File: src/rtl/adder_bist.sv
// On-chip self-test engine for the 32-bit Brent_Kung adder: seven fixed edge vectors
// followed by LFSR-driven random vectors, each checked against a behavioural a+b+cin.

module Brent_Kung (
    input  logic [31:0] a,
    input  logic [31:0] b,
    input  logic        cin,
    output logic [31:0] s,
    output logic        cout
);
    logic [31:0] g;
    logic [31:0] p;
    logic [31:0] gg;
    logic [31:0] pp;
    logic [32:0] c;

    assign g = a & b;
    assign p = a ^ b;

    // Up-sweep builds group (G,P) at 2^k-1 positions, down-sweep fills in the rest.
    always_comb begin
        gg = g;
        pp = p;
        for (int d = 0; d < 5; d++) begin
            for (int i = (2 << d) - 1; i < 32; i += (2 << d)) begin
                gg[i] = gg[i] | (pp[i] & gg[i - (1 << d)]);
                pp[i] = pp[i] & pp[i - (1 << d)];
            end
        end
        for (int d = 3; d >= 0; d--) begin
            for (int i = (2 << d) + (1 << d) - 1; i < 32; i += (2 << d)) begin
                gg[i] = gg[i] | (pp[i] & gg[i - (1 << d)]);
                pp[i] = pp[i] & pp[i - (1 << d)];
            end
        end
    end

    always_comb begin
        c    = '0;
        c[0] = cin;
        for (int i = 0; i < 32; i++) begin
            c[i + 1] = gg[i] | (pp[i] & cin);
        end
    end

    assign s    = p ^ c[31:0];
    assign cout = c[32];
endmodule

module adder_bist #(
    parameter int          NUM_VECTORS = 256,
    parameter logic [31:0] SEED_A      = 32'h1234_5678,
    parameter logic [31:0] SEED_B      = 32'h8765_4321
) (
    input  logic        clk,
    input  logic        rst,
    input  logic        start,
    input  logic        inject_fault,
    output logic        busy,
    output logic        done,
    output logic        pass,
    output logic [15:0] vec_idx,
    output logic [15:0] err_count,
    output logic [15:0] first_fail_idx,
    output logic [31:0] first_fail_a,
    output logic [31:0] first_fail_b,
    output logic        first_fail_cin
);
    typedef enum logic [1:0] {IDLE, EDGE, RAND, DONE} state_t;

    localparam logic [15:0] LAST_IDX  = 16'(NUM_VECTORS + 6);
    localparam logic [15:0] EDGE_LAST = 16'd6;
    localparam logic [31:0] LFSR_MASK = 32'h8020_0003;

    function automatic logic [31:0] lfsr_step(input logic [31:0] x);
        return (x >> 1) ^ (x[0] ? LFSR_MASK : 32'h0);
    endfunction

    function automatic logic [64:0] edge_vec(input logic [2:0] idx);
        case (idx)
            3'd1:    return {32'h0000_0001, 32'h0000_0001, 1'b0};
            3'd2:    return {32'hFFFF_FFFF, 32'h0000_0001, 1'b0};
            3'd3:    return {32'hAAAA_AAAA, 32'h5555_5555, 1'b1};
            3'd4:    return {32'hF0F0_F0F0, 32'h0F0F_0F0F, 1'b0};
            3'd5:    return {32'h1234_5678, 32'h8765_4321, 1'b1};
            3'd6:    return {32'hFFFF_FFFF, 32'hFFFF_FFFF, 1'b1};
            default: return 65'd0;
        endcase
    endfunction

    state_t      state;
    state_t      state_next;
    logic [31:0] op_a;
    logic [31:0] op_b;
    logic        op_cin;
    logic [31:0] lfsr_a;
    logic [31:0] lfsr_b;
    logic [31:0] lfsr_a_adv;
    logic [31:0] lfsr_b_adv;
    logic [31:0] sum;
    logic        cout;
    logic [32:0] ref_sum;
    logic [32:0] seen_sum;
    logic        mismatch;
    logic        last_vec;
    logic        start_ok;
    logic [15:0] idx_next;
    logic [15:0] err_next;
    logic [64:0] vec_next;

    Brent_Kung u_adder (
        .a    (op_a),
        .b    (op_b),
        .cin  (op_cin),
        .s    (sum),
        .cout (cout)
    );

    assign busy       = (state == EDGE) || (state == RAND);
    assign start_ok   = start && ((state == IDLE) || (state == DONE));
    assign last_vec   = (vec_idx == LAST_IDX);
    assign ref_sum    = {1'b0, op_a} + {1'b0, op_b} + {32'd0, op_cin};
    assign seen_sum   = {cout, sum ^ {31'd0, inject_fault}};
    assign mismatch   = busy && (seen_sum != ref_sum);
    assign err_next   = (err_count == 16'hFFFF) ? err_count : err_count + 16'd1;
    assign idx_next   = vec_idx + 16'd1;
    assign lfsr_a_adv = lfsr_step(lfsr_a);
    assign lfsr_b_adv = lfsr_step(lfsr_b);

    always_comb begin
        vec_next = {lfsr_a_adv, lfsr_b_adv, lfsr_a_adv[31] ^ lfsr_b_adv[0]};
        if (vec_idx < EDGE_LAST) begin
            vec_next = edge_vec(idx_next[2:0]);
        end
    end

    always_ff @(posedge clk) begin
        if (rst) begin
            state <= IDLE;
        end else begin
            state <= state_next;
        end
    end

    always_comb begin
        state_next = state;
        case (state)
            IDLE:    if (start) state_next = EDGE;
            EDGE:    if (vec_idx == EDGE_LAST) state_next = RAND;
            RAND:    if (last_vec) state_next = DONE;
            DONE:    if (start) state_next = EDGE;
            default: state_next = IDLE;
        endcase
    end

    always_ff @(posedge clk) begin
        if (rst) begin
            done           <= 1'b0;
            pass           <= 1'b0;
            vec_idx        <= '0;
            err_count      <= '0;
            first_fail_idx <= '0;
            first_fail_a   <= '0;
            first_fail_b   <= '0;
            first_fail_cin <= 1'b0;
            op_a           <= '0;
            op_b           <= '0;
            op_cin         <= 1'b0;
            lfsr_a         <= SEED_A;
            lfsr_b         <= SEED_B;
        end else if (start_ok) begin
            done           <= 1'b0;
            pass           <= 1'b0;
            vec_idx        <= '0;
            err_count      <= '0;
            first_fail_idx <= '0;
            first_fail_a   <= '0;
            first_fail_b   <= '0;
            first_fail_cin <= 1'b0;
            op_a           <= '0;
            op_b           <= '0;
            op_cin         <= 1'b0;
            lfsr_a         <= SEED_A;
            lfsr_b         <= SEED_B;
        end else if (busy) begin
            if (mismatch) begin
                err_count <= err_next;
                if (err_count == 16'd0) begin
                    first_fail_idx <= vec_idx;
                    first_fail_a   <= op_a;
                    first_fail_b   <= op_b;
                    first_fail_cin <= op_cin;
                end
            end
            if (last_vec) begin
                done <= 1'b1;
                pass <= !mismatch && (err_count == 16'd0);
            end else begin
                vec_idx <= idx_next;
                {op_a, op_b, op_cin} <= vec_next;
                // LFSRs only step for vectors drawn from them (idx 7 onward).
                if (vec_idx >= EDGE_LAST) begin
                    lfsr_a <= lfsr_a_adv;
                    lfsr_b <= lfsr_b_adv;
                end
            end
        end
    end
endmodule
File: config.mk
export PLATFORM = sky130hd
export DESIGN_NAME = adder_bist
export DESIGN_NICKNAME = d
export VERILOG_FILES = /design/src/rtl/adder_bist.sv
export SDC_FILE = /design/constraint.sdc
export NUM_CORES = 1
export LEC_CHECK = 0
export ABC_AREA = 1
export BUFFER_PORTS_ARGS = -buffer_cell sky130_fd_sc_hd__buf_4
export CAP_MARGIN = 0
export CORE_ASPECT_RATIO = 1.4
export CORE_MARGIN = 2
export CORE_UTILIZATION = 25
export CTS_BUF_LIST = sky130_fd_sc_hd__clkbuf_4
export DETAILED_ROUTE_END_ITERATION = 12
export GPL_ROUTABILITY_DRIVEN = 0
export PLACE_DENSITY = 0.49
export SYNTH_ARGS = -nofsm -noshare
export SYNTH_HDL_FRONTEND = slang
export SYNTH_SLANG_ARGS = --single-unit
File: constraint.sdc
create_clock -name clk -period 2.3 [get_ports clk]
set_input_delay 0 -clock clk [delete_from_list [all_inputs] [get_ports clk]]
set_output_delay 0 -clock clk [all_outputs]
set_load 0.02 [all_outputs]
After elaboration in Yosys (flattened, before gate mapping)
Cells that the tools add are included.
- input port bits: 4
- bits in registers: 246
- mux-type cells: 8
- equal/unequal tests: 16
- reductions and logical operators: 16
- bitwise logic cells: 244
- order comparisons: 2
- add/sub/neg operators: 4
- operator list (cell ; number):
    65-bit case mux with 6 select lines ; 1
    1-bit bitwise AND ; 146
    1-bit bitwise OR ; 89
    65-bit two-way mux ; 1
    32-bit two-way mux ; 2
    31-bit by 32-bit bitwise XOR with 32-bit output ; 2
    32-bit bitwise XOR ; 2
    32-bit by 32-bit adder with 33-bit output ; 1
    33-bit by 1-bit adder with 33-bit output ; 1
    33-bit inequality test ; 1
    16-bit by 1-bit adder with 16-bit output (second input constant) ; 2
    32-bit bitwise AND ; 1
    32-bit by 1-bit bitwise XOR with 32-bit output ; 1
    16-bit == test (second input constant) ; 1
    16-bit by 3-bit == test with 1-bit output (second input constant) ; 1
    16-bit by 9-bit == test with 1-bit output (second input constant) ; 1
    16-bit by 3-bit >= comparator with 1-bit output (second input constant) ; 1
    16-bit zero test ; 1
    16-bit by 3-bit less-than comparator with 1-bit output (second input constant) ; 1
    3-bit AND reduction ; 4
    3-bit == test (second input constant) ; 3
    3-bit by 2-bit == test with 1-bit output (second input constant) ; 2
    2-bit two-way mux ; 3
    2-bit case mux with 3 select lines ; 1
    13 further kinds ; 21

Logic depth before layout (Yosys ltp)
Gate-level depths: netlist of the first run.
- word-level depth: 24
- mapped depth: 11
- gate-level depth less buffers: 11

Modules after synthesis
A second synthesis of the first run with hierarchy kept.
- cells, all modules: 2408
- area, all modules: 15353.5 sq um
- by module, submodules not included (module ; area each (sq um) ; instances ; seq. area each (sq um) ; cells each):
    adder_bist ; 14047.2 ; 1 ; 4924.7 ; 2211
    Brent_Kung ; 1306.3 ; 1 ; 0.0 ; 197

Worst setup path after synthesis of the first run
No wires, ideal clock.
- path kind: register to register
- from: reg vec_idx[0]
- to: reg op_a[13]
- path slack: 0.313 ns
- cell stages (with the launch flop): 10
- data required time: 2.168 ns
- period minus slack after synthesis: 1.987 ns
- data arrival time: 1.855 ns
- buffers on the path: 1
- setup time: 0.132 ns
- path through: dfxtp_1 -> inv_1 -> ha_1 -> nand3_1 -> nor2_4 -> nand2_1 -> nand2_2 -> buf_4 -> nor2_1 -> a21oi_1
- longest elaborated chain between the ends: 4
- elaborated cells between the ends (all ways): 13
- those cells by class: add/sub (1); order compare (1); eq/ne (7); mux (2); bitwise (1); reduce/logical (1)
- RTL lines (element ; line ; source):
    start, declared ; 62 ; output logic [15:0] vec_idx,
    start signal, assigned ; 199 ; vec_idx <= idx_next;
    16-bit by 1-bit adder with 16-bit output (*) ; 126 ; assign idx_next = vec_idx + 16'd1;
    named net idx_next[0] ; 107 ; logic [15:0] idx_next;
    3-bit == test (tied with other cells) ; 80 ; case (idx)
    65-bit case mux with 6 select lines (*) ; 80 ;
    65-bit two-way mux (*) ; 132 ; if (vec_idx < EDGE_LAST) begin
    end signal, assigned ; 200 ; {op_a, op_b, op_cin} <= vec_next;
    end, declared ; 93 ; logic [31:0] op_a;
The timed path passes the listed nets; every way through them passes the cells marked *.
A chain may end at the register's enable or synchronous reset.

Worst setup path in the final report of the first run
- from: reg state[0]
- to: reg op_a[4]
- longest elaborated chain between the ends: 4
- elaborated cells between the ends (all ways): 9
- those cells by class: eq/ne (3); reduce/logical (6)
- RTL lines (element ; line ; source):
    start, declared ; 91 ; state_t state;
    start signal, assigned ; 141 ; state <= state_next;
    2-bit == test / 2-bit zero test (equally long branches) ; 120 ; assign start_ok = start && ((state == IDLE) || (state == DONE));
    1-bit logical OR ; 120 ;
    1-bit logical AND ; 120 ;
    2-bit OR reduction (no line) ; n/a ;
Parallel ways exist; a longest one is shown, timed or not.

==> results of run 1 <==
[worst min-delay path, delay by kind of cell]
family | cells | cell delay [ns]
buffers and inverters | 3 | 0.73
and+or+nand+nor | 2 | 0.10
[cell usage after synthesis, drive strengths merged, types with 3 or more instances]
master	n	area [µm²]
a21oi	98	505.5
buf	52	295.3
clkbuf	30	112.6
dfxtp	246	4925
ha	16	200.2
inv	169	636.9
nand2	400	1521
nand3	85	440.4
nand4	12	90.09
nor2	325	1235
nor3	10	55.05
o211ai	3	22.52
o21ai	98	490.5
xnor2	5	43.79
xor2	17	148.9
[metal layers]
| layer | GRT usage | vias up | share of wire |
|---|---|---|---|
| li1 | - | 5182 | - |
| met1 | 0.1586 | 4463 | 0.43 |
| met2 | 0.2383 | 180 | 0.50 |
| met3 | 0.02860 | 58 | 0.038 |
| met4 | 0.06527 | 0 | 0.029 |
| met5 | 0 | - | 0 |
[final cells by class]
class | instances | area, µm² | share of cell area
repair buffers | 166 | 1394 | 0.1051
diodes | 1 | 2.502 | 0.0001887
inverters | 169 | 636.9 | 0.04802
well taps | 552 | 690.7 | 0.05208
clock inverters | 18 | 133.9 | 0.01009
flip-flops and latches | 246 | 4925 | 0.3713
clock buffers | 87 | 653.1 | 0.04925
multi-input cells | 1075 | 4827 | 0.3640
[what timing repair did]
| action | CTS | global route |
|---|---|---|
| resized for setup | 0 | 1 |
| hold buffers | 4 | 0 |
| endpoints found under the hold margin | 246 | 0 |
| setup endpoints to repair | 0 | 1 |
[flip-flops by register name, summed over array words and instances (netlist names)]
register / count
state: 2
op_cin: 1
first_fail_cin: 1
done: 1
op_b: 32
lfsr_a: 32
pass: 1
lfsr_b: 32
op_a: 32
vec_idx: 16
err_count: 16
first_fail_b: 32
first_fail_a: 32
first_fail_idx: 16
[where the power goes]
part	leakage, nW	total (mW)	internal, mW	switching (mW)
Sequential	2.00	5.90	5.29	0.608
Clock	0.461	3.83	1.98	1.85
Combinational	3.79	7.85	2.65	5.20
[metrics by stage]
step / utilization / hold WS [ns] / total power [mW]
after floorplan: - / 0.06907 / 10.92
after detailed placement: 0.2905 / 0.2188 / 13.95
after global placement: 0.2905 / 0.2266 / 13.92
final: 0.3099 / 0.1614 / 17.58
after global routing: 0.3099 / 0.1409 / 19.14
after CTS: 0.3098 / 0.07169 / 17.97
[worst paths after layout]
check / startpoint / end / slack, ns
max: state[0]$_SDFFE_PP0P_ / op_a[4]$_SDFFE_PP0P_ / 0.17
min: rst / state[0]$_SDFFE_PP0P_ / 0.16
max reg2reg: state[0]$_SDFFE_PP0P_ / op_a[4]$_SDFFE_PP0P_ / 0.17
min reg2reg: lfsr_b[28]$_SDFFE_PP0P_ / lfsr_b[28]$_SDFFE_PP0P_ / 0.46
[logic make-up after synthesis]
family | count (synthesis) | share of synthesized area
and+or+nand+nor | 835 | 0.3120
buffers and inverters | 251 | 0.09692
DFF | 246 | 0.4569
AOI/OAI and AO/OA | 201 | 0.09588
xor gates and xnor gates | 22 | 0.01788
adders and majority gates | 17 | 0.02043
==> metrics.log, run 1 <==
[metrics] flip-flop cell with the highest count after synthesis: sky130_fd_sc_hd__dfxtp_1
[metrics] Critical Setup Path Class: register to register
[metrics] number of enable-type register cells in the synthesized netlist: 0
[metrics] Worst-path clk slew: roughly 0.060 ns
[metrics] number of setup violations in the final report: 0
[metrics] data arrival time of the critical path: around 2.7 ns
[metrics] Hold Path Class: primary input to register
[metrics] most used cells in the layout excluding fill and tap cells: 395 x sky130_fd_sc_hd__nand2_1, 321 x sky130_fd_sc_hd__nor2_1, 246 x sky130_fd_sc_hd__dfxtp_1
[metrics] count of cell instances traversed by the critical path: 7
[metrics] instance area after placement: 0.01243 mm²
[metrics] residual overflow from global routing: 0
[metrics] cell depth of the worst min-delay path: 5
[metrics] yosys synthesis warning count: 0
[metrics] share of layout cells above drive strength 1: 0.1596
[metrics] port bufs: roughly 120
[metrics] cell total after placement: ~2200
[metrics] CP Buf/Inv Count: 3
[metrics] FILL cells: about 4700
[metrics] total number of clock tree sinks: 246
[metrics] number of setup buffers added after CTS: 0
[metrics] Worst Clk Skew: 0.04975 ns
[metrics] clock buffers created by TritonCTS: 66
[metrics] Worst Path Required: about 2.9 ns
[metrics] number of violations of the max-capacitance limit: 0
[metrics] detailed-placement wirelength estimate: roughly 20000 µm
[metrics] pin count of the biggest net entering global routing: between 70 and 80
[metrics] all-layer global routing usage: 0.1366
[metrics] initial antenna violation count: 1
[metrics] wire length of the first global-routing pass: ~50000 µm
[metrics] final-stage net count: ~1700
[metrics] Area Overhead vs Synth: 23.04%
[metrics] Worst Reg2Reg Path Length in Cells: 7
[metrics] final worst setup slack: around 0.17 ns
[metrics] share of flip-flops with an asynchronous set or reset: 0
[metrics] Starting DRT DRC Count: 634
[metrics] setup repair after global routing missed its margin: false
[metrics] largest stage delay on the critical path: around 0.43 ns
[metrics] critical-path maximum fanout: 15
[metrics] floorplan die area: roughly 0.045 mm²
[metrics] flip-flop and latch count after synthesis: 246
[metrics] number of primary I/O pins: 120
[metrics] via count: a little under 10000
[metrics] achievable frequency: 470.3 MHz
[metrics] average instance area after synthesis: 6.857 µm²
[metrics] drt pass-1 iters: 5
[metrics] Worst Tran Pin Value: between 0.6 and 0.7 ns
[metrics] Core Region: ~0.043 mm²
[metrics] final max-slew violation count: 0
[metrics] remaining design rule violation count: 0
[metrics] Critical Path Sink Type: register
[metrics] buffer depth of the longest clock path: 3
[metrics] max_slew headroom: 0.5390
[metrics] total routed wirelength: between 30000 and 40000 µm
[metrics] worst slack at placement: 0.2151 ns
[metrics] summed area of non-filler cells in the final layout: 0.01326 mm²
[metrics] via count of the first global-routing pass: roughly 9600
[metrics] net count of the mapped netlist: between 1500 and 2000
[metrics] number of instances in the synthesized netlist: about 1600
[metrics] cell leakage power: 6.247 nW
[metrics] final clock period utilization by the worst path: 0.9245
[metrics] die width: 179.5 µm
[metrics] minimum clock period after layout: 2.126 ns
[metrics] Synth Cell Area: between 0.01 and 0.015 mm²
[metrics] die outline height: 249.7 µm
[metrics] clock insertion delay at the later pin of the skew report: around 0.74 ns
[metrics] clock root buffer: sky130_fd_sc_hd__clkbuf_4
[metrics] sequential element share of the synthesized area: 0.4569
[metrics] CP Cell Sequence: inv_1 -> ha_1 -> inv_2 -> nand2_2 -> a21oi_1 -> buf_4 -> a21oi_1
[metrics] run status: finished clean
[metrics] family with the most delay on the worst path: buffers and inverters
[metrics] leading cell type in the layout, fill and taps excluded: sky130_fd_sc_hd__nand2_1
[metrics] Max H-tree Level: 3
[metrics] antenna-violating nets left: 0
[metrics] power density of the placed cells: ~1300 mW/mm²
[metrics] DR vias/cell: ~4.3
[metrics] Cell Count, Final, Fillers Out: 2314
[metrics] Yosys cell types: 36
[metrics] TritonCTS clock tree: done
[metrics] Row Count: 90
[metrics] Worst VDD drop: between 0.0005 and 0.0006 V
[metrics] slowest cell on the critical path: sky130_fd_sc_hd__ha_1
[metrics] final total negative setup slack: 0 ns
[metrics] type of origin of the critical path: register
[metrics] Initial Utilization: 0.2519
[metrics] Hold Vio Cnt, Final: 0
[metrics] routed len/inst: 13.22 µm
[metrics] crit-path most repeated cell: sky130_fd_sc_hd__a21oi_1
Power figures use the tool's default switching activity.
==> run 2, diff against run 1 <==
- SETUP_SLACK_MARGIN: default -> 0.3
==> metrics.log, run 2 (synthesis gave the netlist of run 1 again) <==
[metrics] Worst Reg2Reg Path Length in Cells: 12
[metrics] run status: finished clean
[metrics] port bufs: 119
[metrics] buffer depth of the longest clock path: 3
[metrics] Hold Path Class: primary input to register
[metrics] drt pass-1 iters: 7
[metrics] Worst VDD drop: 0.0005362 V
[metrics] critical-path maximum fanout: 8
[metrics] Worst-path clk slew: around 0.07 ns
[metrics] area used by multi-input combinational logic: 0.004980 mm²
[metrics] residual overflow from global routing: 0
[metrics] floorplan die area: roughly 0.045 mm²
[metrics] worst slack at placement: about 0.22 ns
[metrics] Worst Path Required: about 3 ns
[metrics] clock buffers created by TritonCTS: 66
[metrics] slowest cell on the critical path: sky130_fd_sc_hd__fa_2
[metrics] Hold Vio Cnt, Final: 0
[metrics] cell total after placement: 2204
[metrics] total number of clock tree sinks: roughly 250
[metrics] type of origin of the critical path: register
[metrics] FILL cells: 4710
[metrics] CP Cell Sequence: fa_2 -> nand2_2 -> nand2_1 -> nand2_1 -> nand2_2 -> nand2_2 -> nand3_4 -> buf_12 -> clkbuf_16 -> nand2_4 -> nand2_1 -> nor2_1
[metrics] antenna-violating nets left: 0
[metrics] cell leakage power: around 6.3 nW
[metrics] pin count of the biggest net entering global routing: 77
[metrics] total routed wirelength: around 31000 µm
[metrics] Initial Utilization: 0.2519
[metrics] die width: around 180 µm
[metrics] TritonCTS clock tree: done
[metrics] number of setup violations in the final report: 0
[metrics] cell depth of the worst min-delay path: 5
[metrics] part of the total power dissipated in the clock network: 0.210
[metrics] startpoint of the most critical hold path: rst
[metrics] clock insertion delay at the later pin of the skew report: 0.75 ns
[metrics] power density of the placed cells: approximately 1300 mW/mm²
[metrics] net switching power of the design: approximately 8 mW
[metrics] setup slack, reg-to-reg: 0.37 ns
[metrics] fraction of the core area covered by cells at the end of the flow: 0.3178
[metrics] Core Region: about 0.043 mm²
[metrics] share of layout cells above drive strength 1: 0.1838
[metrics] Worst Clk Skew: around 0.05 ns
[metrics] Critical Setup Path Class: register to register
[metrics] minimum clock period after layout: around 1.9 ns
[metrics] data arrival time of the critical path: between 2 and 3 ns
[metrics] final total negative setup slack: 0 ns
[metrics] setup repair after global routing missed its margin: true
[metrics] Cell Count, Final, Fillers Out: roughly 2300
[metrics] DR vias/cell: between 4 and 5
[metrics] final clock period utilization by the worst path: 0.8410
[metrics] initial antenna violation count: 1
[metrics] leading cell type in the layout, fill and taps excluded: sky130_fd_sc_hd__nand2_1
[metrics] number of violations of the max-capacitance limit: 0
[metrics] most used cells in the layout excluding fill and tap cells: 386 x sky130_fd_sc_hd__nand2_1, 312 x sky130_fd_sc_hd__nor2_1, 243 x sky130_fd_sc_hd__dfxtp_1
[metrics] wire length of the first global-routing pass: between 50000 and 60000 µm
[metrics] routed len/inst: around 13 µm
[metrics] Starting DRT DRC Count: about 610
[metrics] switch share: 0.4334
[metrics] detailed-placement wirelength estimate: roughly 20000 µm
[metrics] largest stage delay on the critical path: ~0.38 ns
[metrics] register area: 0.004931 mm²
[metrics] total power consumption of the routed design: approximately 18 mW
[metrics] die outline height: 249.7 µm
[metrics] Critical Path Sink Type: register
[metrics] Max H-tree Level: 3
[metrics] clock root buffer: sky130_fd_sc_hd__clkbuf_4
[metrics] source of the worst register-to-register timing path: op_a[0]$_SDFFE_PP0P_
[metrics] max_slew headroom: 0.7255
[metrics] end of the worst register-to-register path: first_fail_a[2]$_SDFFE_PP0P_
[metrics] via count of the first global-routing pass: ~9600
[metrics] final worst setup slack: around 0.37 ns
[metrics] all-layer global routing usage: 0.1369
[metrics] final-stage net count: around 1800
[metrics] via count: roughly 10000
[metrics] portion of total power attributed to sequential cells: 0.325
[metrics] final max-slew violation count: 0
[metrics] combinational fraction of design power: 0.465
[metrics] number of primary I/O pins: 120
[metrics] hold worst-path end: state[0]$_SDFFE_PP0P_
[metrics] Row Count: 90
[metrics] Worst Tran Pin Value: around 0.41 ns
[metrics] design internal power: just over 10 mW
[metrics] remaining design rule violation count: 0
[metrics] Area Overhead vs Synth: 26.15%
[metrics] achievable frequency: a little over 500 MHz
==> run 2: changes by cell type in the layout (fill, tap and decap cells not counted), moves of 5 or more <==
cell / before / now
sky130_fd_sc_hd__nand2_1: 395 / 386
sky130_fd_sc_hd__nor2_1: 321 / 312
sky130_fd_sc_hd__nor2_2: 3 / 9
sky130_fd_sc_hd__nand2_2: 3 / 8
sky130_fd_sc_hd__buf_4: 151 / 156
==> run 2: area by class of cell <==
class                      instances  share of cell area
antenna                            1           0.0001840
clock buffer                      87             0.04803
clock inverter                    18            0.009845
inverter                         169             0.04702
multi-input combinational       1076              0.3662
sequential                       246              0.3626
tap                              552             0.05079
timing repair buffer             178              0.1153
==> run 2: stage by stage <==
stage	area (µm²)	hold slack (ns)
2_1_floorplan	10780	0.06907
3_3_place_gp	12430	0.2266
3_5_place_dp	12430	0.2188
4_1_cts	13310	0.07169
5_1_grt	13600	0.1651
6_report	13600	0.1551
==> run 2: worst max-delay path by stage <==
stage                                  from                      endpoint  slack, ns  cells after the start
finish                 op_a[0]$_SDFFE_PP0P_  first_fail_a[2]$_SDFFE_PP0P_       0.37                     12
global route           op_a[0]$_SDFFE_PP0P_  first_fail_a[6]$_SDFFE_PP0P_       0.25                     12
CTS                 vec_idx[0]$_SDFFE_PP0P_         op_b[29]$_SDFFE_PP0P_       0.29                      8
detailed placement     op_a[0]$_SDFFE_PP0P_  first_fail_b[0]$_SDFFE_PP0P_       0.22                     10
global placement    vec_idx[0]$_SDFFE_PP0P_         op_b[13]$_SDFFE_PP0P_       0.21                      9
floorplan           vec_idx[0]$_SDFFE_PP0P_         op_a[13]$_SDFFE_PP0P_       0.31                      9
==> run 2: timing repair <==
item / 4_1_cts / 5_1_grt
hold buffers: 4 / 0
buffers inserted: 2 / 7
resized for setup: 12 / 37
endpoints found under the setup margin: 153 / 182
hold endpoints to repair: 246 / 0
pin swaps: 1 / 12
cloned: 0 / 4
==> run 2: worst max-delay path, delay by kind of cell, from the launching register on <==
family | cells | cell delay (ns)
and+or+nand+nor | 9 | 0.76
adders and majority gates | 1 | 0.38
DFF | 1 | 0.36
buffers and inverters | 2 | 0.35
==> run 2: power groups by stage <==
| stage | Sequential, mW | Combinational (mW) | Clock (mW) |
|---|---|---|---|
| final | 5.92 | 8.46 | 3.83 |
| after global routing | 6.04 | 9.50 | 4.23 |
| after CTS | 5.93 | 8.13 | 4.03 |
| after detailed placement | 6.00 | 7.95 | 0 |
| after global placement | 5.99 | 7.94 | 0 |
| after floorplan | 6.38 | 4.54 | 0 |
==> run 2: per-layer routing <==
metal  global-route usage  up-vias  share of wire  wire (µm)
met1               0.1588     4572           0.43      13450
li1                     -     5221              -          -
met2               0.2394      175           0.51      15960
met4              0.06527        0          0.027        833
met5                    0        -              0          0
met3              0.02860       53          0.035       1092
==> run 3, diff against run 2 <==
- clock period: 2.3 -> 1.8 ns (I/O delays scaled with it)
==> metrics.log, run 3 (synthesis gave the netlist of run 1 again) <==
[metrics] buffer depth of the longest clock path: 3
[metrics] number of primary I/O pins: 120
[metrics] all-layer global routing usage: 0.1581
[metrics] final-stage net count: just under 2000
[metrics] power density of the placed cells: roughly 1800 mW/mm²
[metrics] Critical Path Sink Type: register
[metrics] Critical Setup Path Class: register to register
[metrics] WL met1: around 15000 µm
[metrics] via count: approximately 11000
[metrics] portion of total power attributed to sequential cells: 0.249
[metrics] cell depth of the worst min-delay path: 5
[metrics] share of layout cells above drive strength 1: 0.4391
[metrics] wire length of the first global-routing pass: between 50000 and 60000 µm
[metrics] drt pass-1 iters: 5
[metrics] Starting DRT DRC Count: around 560
[metrics] slowest cell on the critical path: sky130_fd_sc_hd__dfxtp_2
[metrics] FILL cells: 4263
[metrics] combinational fraction of design power: 0.596
[metrics] number of violations of the max-capacitance limit: 0
[metrics] number of setup violations in the final report: about 130
[metrics] amount of wire on met3 after detailed routing: between 1500 and 2000 µm
[metrics] critical-path maximum fanout: 8
[metrics] clock insertion delay at the later pin of the skew report: around 0.75 ns
[metrics] die outline height: approximately 250 µm
[metrics] Worst Tran Pin Value: approximately 0.46 ns
[metrics] Initial Utilization: 0.2519
[metrics] startpoint of the most critical hold path: rst
[metrics] Max H-tree Level: 3
[metrics] detailed-placement wirelength estimate: 22570 µm
[metrics] switch share: 0.4220
[metrics] summed area of non-filler cells in the final layout: around 0.018 mm²
[metrics] topmost layer with routed signal wires: met4
[metrics] Area Overhead vs Synth: 66.91%
[metrics] remaining design rule violation count: 0
[metrics] instance area after placement: 0.01320 mm²
[metrics] Worst Path Required: about 2.5 ns
[metrics] final worst setup slack: -0.09733 ns
[metrics] CP Cell Sequence: inv_2 -> ha_4 -> buf_6 -> a21oi_4 -> buf_6 -> buf_6 -> buf_6 -> buf_16 -> buf_6 -> buf_12 -> o21ai_2 -> a21oi_1
[metrics] crit-path most repeated cell: sky130_fd_sc_hd__buf_6
[metrics] most used cells in the layout excluding fill and tap cells: 291 x sky130_fd_sc_hd__nand2_1, 226 x sky130_fd_sc_hd__dfxtp_1, 221 x sky130_fd_sc_hd__buf_4
[metrics] design internal power: about 18 mW
[metrics] end of the worst register-to-register path: op_b[10]$_SDFFE_PP0P_
[metrics] family with the most delay on the worst path: buffers and inverters
[metrics] worst slack at placement: -0.02275 ns
[metrics] via count of the first global-routing pass: about 11000
[metrics] floorplan die area: ~0.045 mm²
[metrics] Worst Clk Skew: 0.04249 ns
[metrics] max_slew headroom: 0.6962
[metrics] largest stage delay on the critical path: ~0.34 ns
[metrics] total number of clock tree sinks: 246
[metrics] type of origin of the critical path: register
[metrics] source of the worst register-to-register timing path: state[0]$_SDFFE_PP0P_
[metrics] residual overflow from global routing: 0
[metrics] clock buffers created by TritonCTS: 66
[metrics] Hold Vio Cnt, Final: 0
[metrics] Worst-path clk slew: ~0.060 ns
[metrics] DR vias/cell: ~4.5
[metrics] antenna-violating nets left: 0
[metrics] routed length on met2: approximately 21000 µm
[metrics] Row Count: 90
[metrics] leading cell type in the layout, fill and taps excluded: sky130_fd_sc_hd__nand2_1
[metrics] final clock period utilization by the worst path: 1.054
[metrics] net switching power of the design: around 13 mW
[metrics] achievable frequency: 527.1 MHz
[metrics] setup slack, reg-to-reg: -0.1 ns
[metrics] part of the total power dissipated in the clock network: 0.155
[metrics] cell total after placement: about 2300
[metrics] TritonCTS clock tree: done
[metrics] final max-slew violation count: 0
[metrics] total routed wirelength: ~39000 µm
[metrics] hold worst-path end: state[0]$_SDFFE_PP0P_
[metrics] run status: finished with violations
[metrics] clock root buffer: sky130_fd_sc_hd__clkbuf_4
[metrics] pin count of the biggest net entering global routing: 33
[metrics] port bufs: ~120
[metrics] setup repair after global routing missed its margin: true
[metrics] CP Buf/Inv Count: 8
[metrics] data arrival time of the critical path: between 2 and 3 ns
[metrics] Core Region: roughly 0.043 mm²
[metrics] Hold Path Class: primary input to register
[metrics] cell leakage power: about 8.1 nW
[metrics] Hold Slack: approximately 0.1 ns
[metrics] total power consumption of the routed design: around 32 mW
[metrics] fraction of the core area covered by cells at the end of the flow: 0.4204
[metrics] Worst VDD drop: about 0.00085 V
[metrics] routed len/inst: 15.54 µm
[metrics] die width: between 150 and 200 µm
[metrics] Cell Count, Final, Fillers Out: between 2000 and 3000
[metrics] initial antenna violation count: 2
[metrics] Worst Reg2Reg Path Length in Cells: 12
[metrics] minimum clock period after layout: 1.897 ns
[metrics] final total negative setup slack: -4.238 ns
[metrics] violated checks: negative setup slack
run 3: worst max-delay path by stage:
stage | startpoint | endpoint | cells past startpoint | slack (ns)
floorplan | op_cin$_SDFFE_PP0P_ | first_fail_idx[1]$_SDFFE_PP0P_ | 11 | 0.15
global placement | op_cin$_SDFFE_PP0P_ | first_fail_a[3]$_SDFFE_PP0P_ | 11 | 0.03
detailed placement | op_b[0]$_SDFFE_PP0P_ | first_fail_a[15]$_SDFFE_PP0P_ | 11 | -0.02
CTS | op_a[0]$_SDFFE_PP0P_ | first_fail_b[17]$_SDFFE_PP0P_ | 12 | -0.06
global route | op_cin$_SDFFE_PP0P_ | err_count[12]$_SDFFE_PP0P_ | 12 | -0.18
finish | state[0]$_SDFFE_PP0P_ | op_b[10]$_SDFFE_PP0P_ | 12 | -0.1
run 3: metal layers:
layer | vias to the layer above | GRT usage
li1 | 5642 | -
met1 | 5330 | 0.1743
met2 | 254 | 0.2915
met3 | 76 | 0.03108
met4 | 0 | 0.06922
met5 | - | 0
run 3: final cells by class:
class / count / area, µm² / area share
antenna: 3 / 7.507 / 0.0004173
clock buffer: 95 / 713.2 / 0.03964
clock inverter: 11 / 85.08 / 0.004729
inverter: 169 / 655.6 / 0.03644
multi-input combinational: 1075 / 6450 / 0.3585
sequential: 246 / 4957 / 0.2755
tap: 552 / 690.7 / 0.03839
timing repair buffer: 367 / 4432 / 0.2463
run 3: power by group through the flow:
stage                     combinational [mW]  clock (mW)  sequential, mW
final                                   19.0        4.94            7.93
after global routing                    20.3        5.40            8.09
after CTS                               15.0        5.11            7.81
after detailed placement                11.4           0            7.80
after global placement                  11.3           0            7.79
after floorplan                         6.46           0            8.18
run 3: repair_timing:
action	4_1_cts	5_1_grt
gates cloned	27	22
hold buffers	4	0
buffers inserted	48	31
endpoints found under the hold margin	38	0
gates resized for setup	245	389
pin swaps	32	114
endpoints found under the setup margin	248	248
run 3: worst reg2reg max path: cells and delay by family (launching register included):
kind | cells | cell delay, ns
DFF | 1 | 0.34
buffers and inverters | 8 | 0.89
AOI/OAI and AO/OA | 3 | 0.39
adders and majority gates | 1 | 0.21
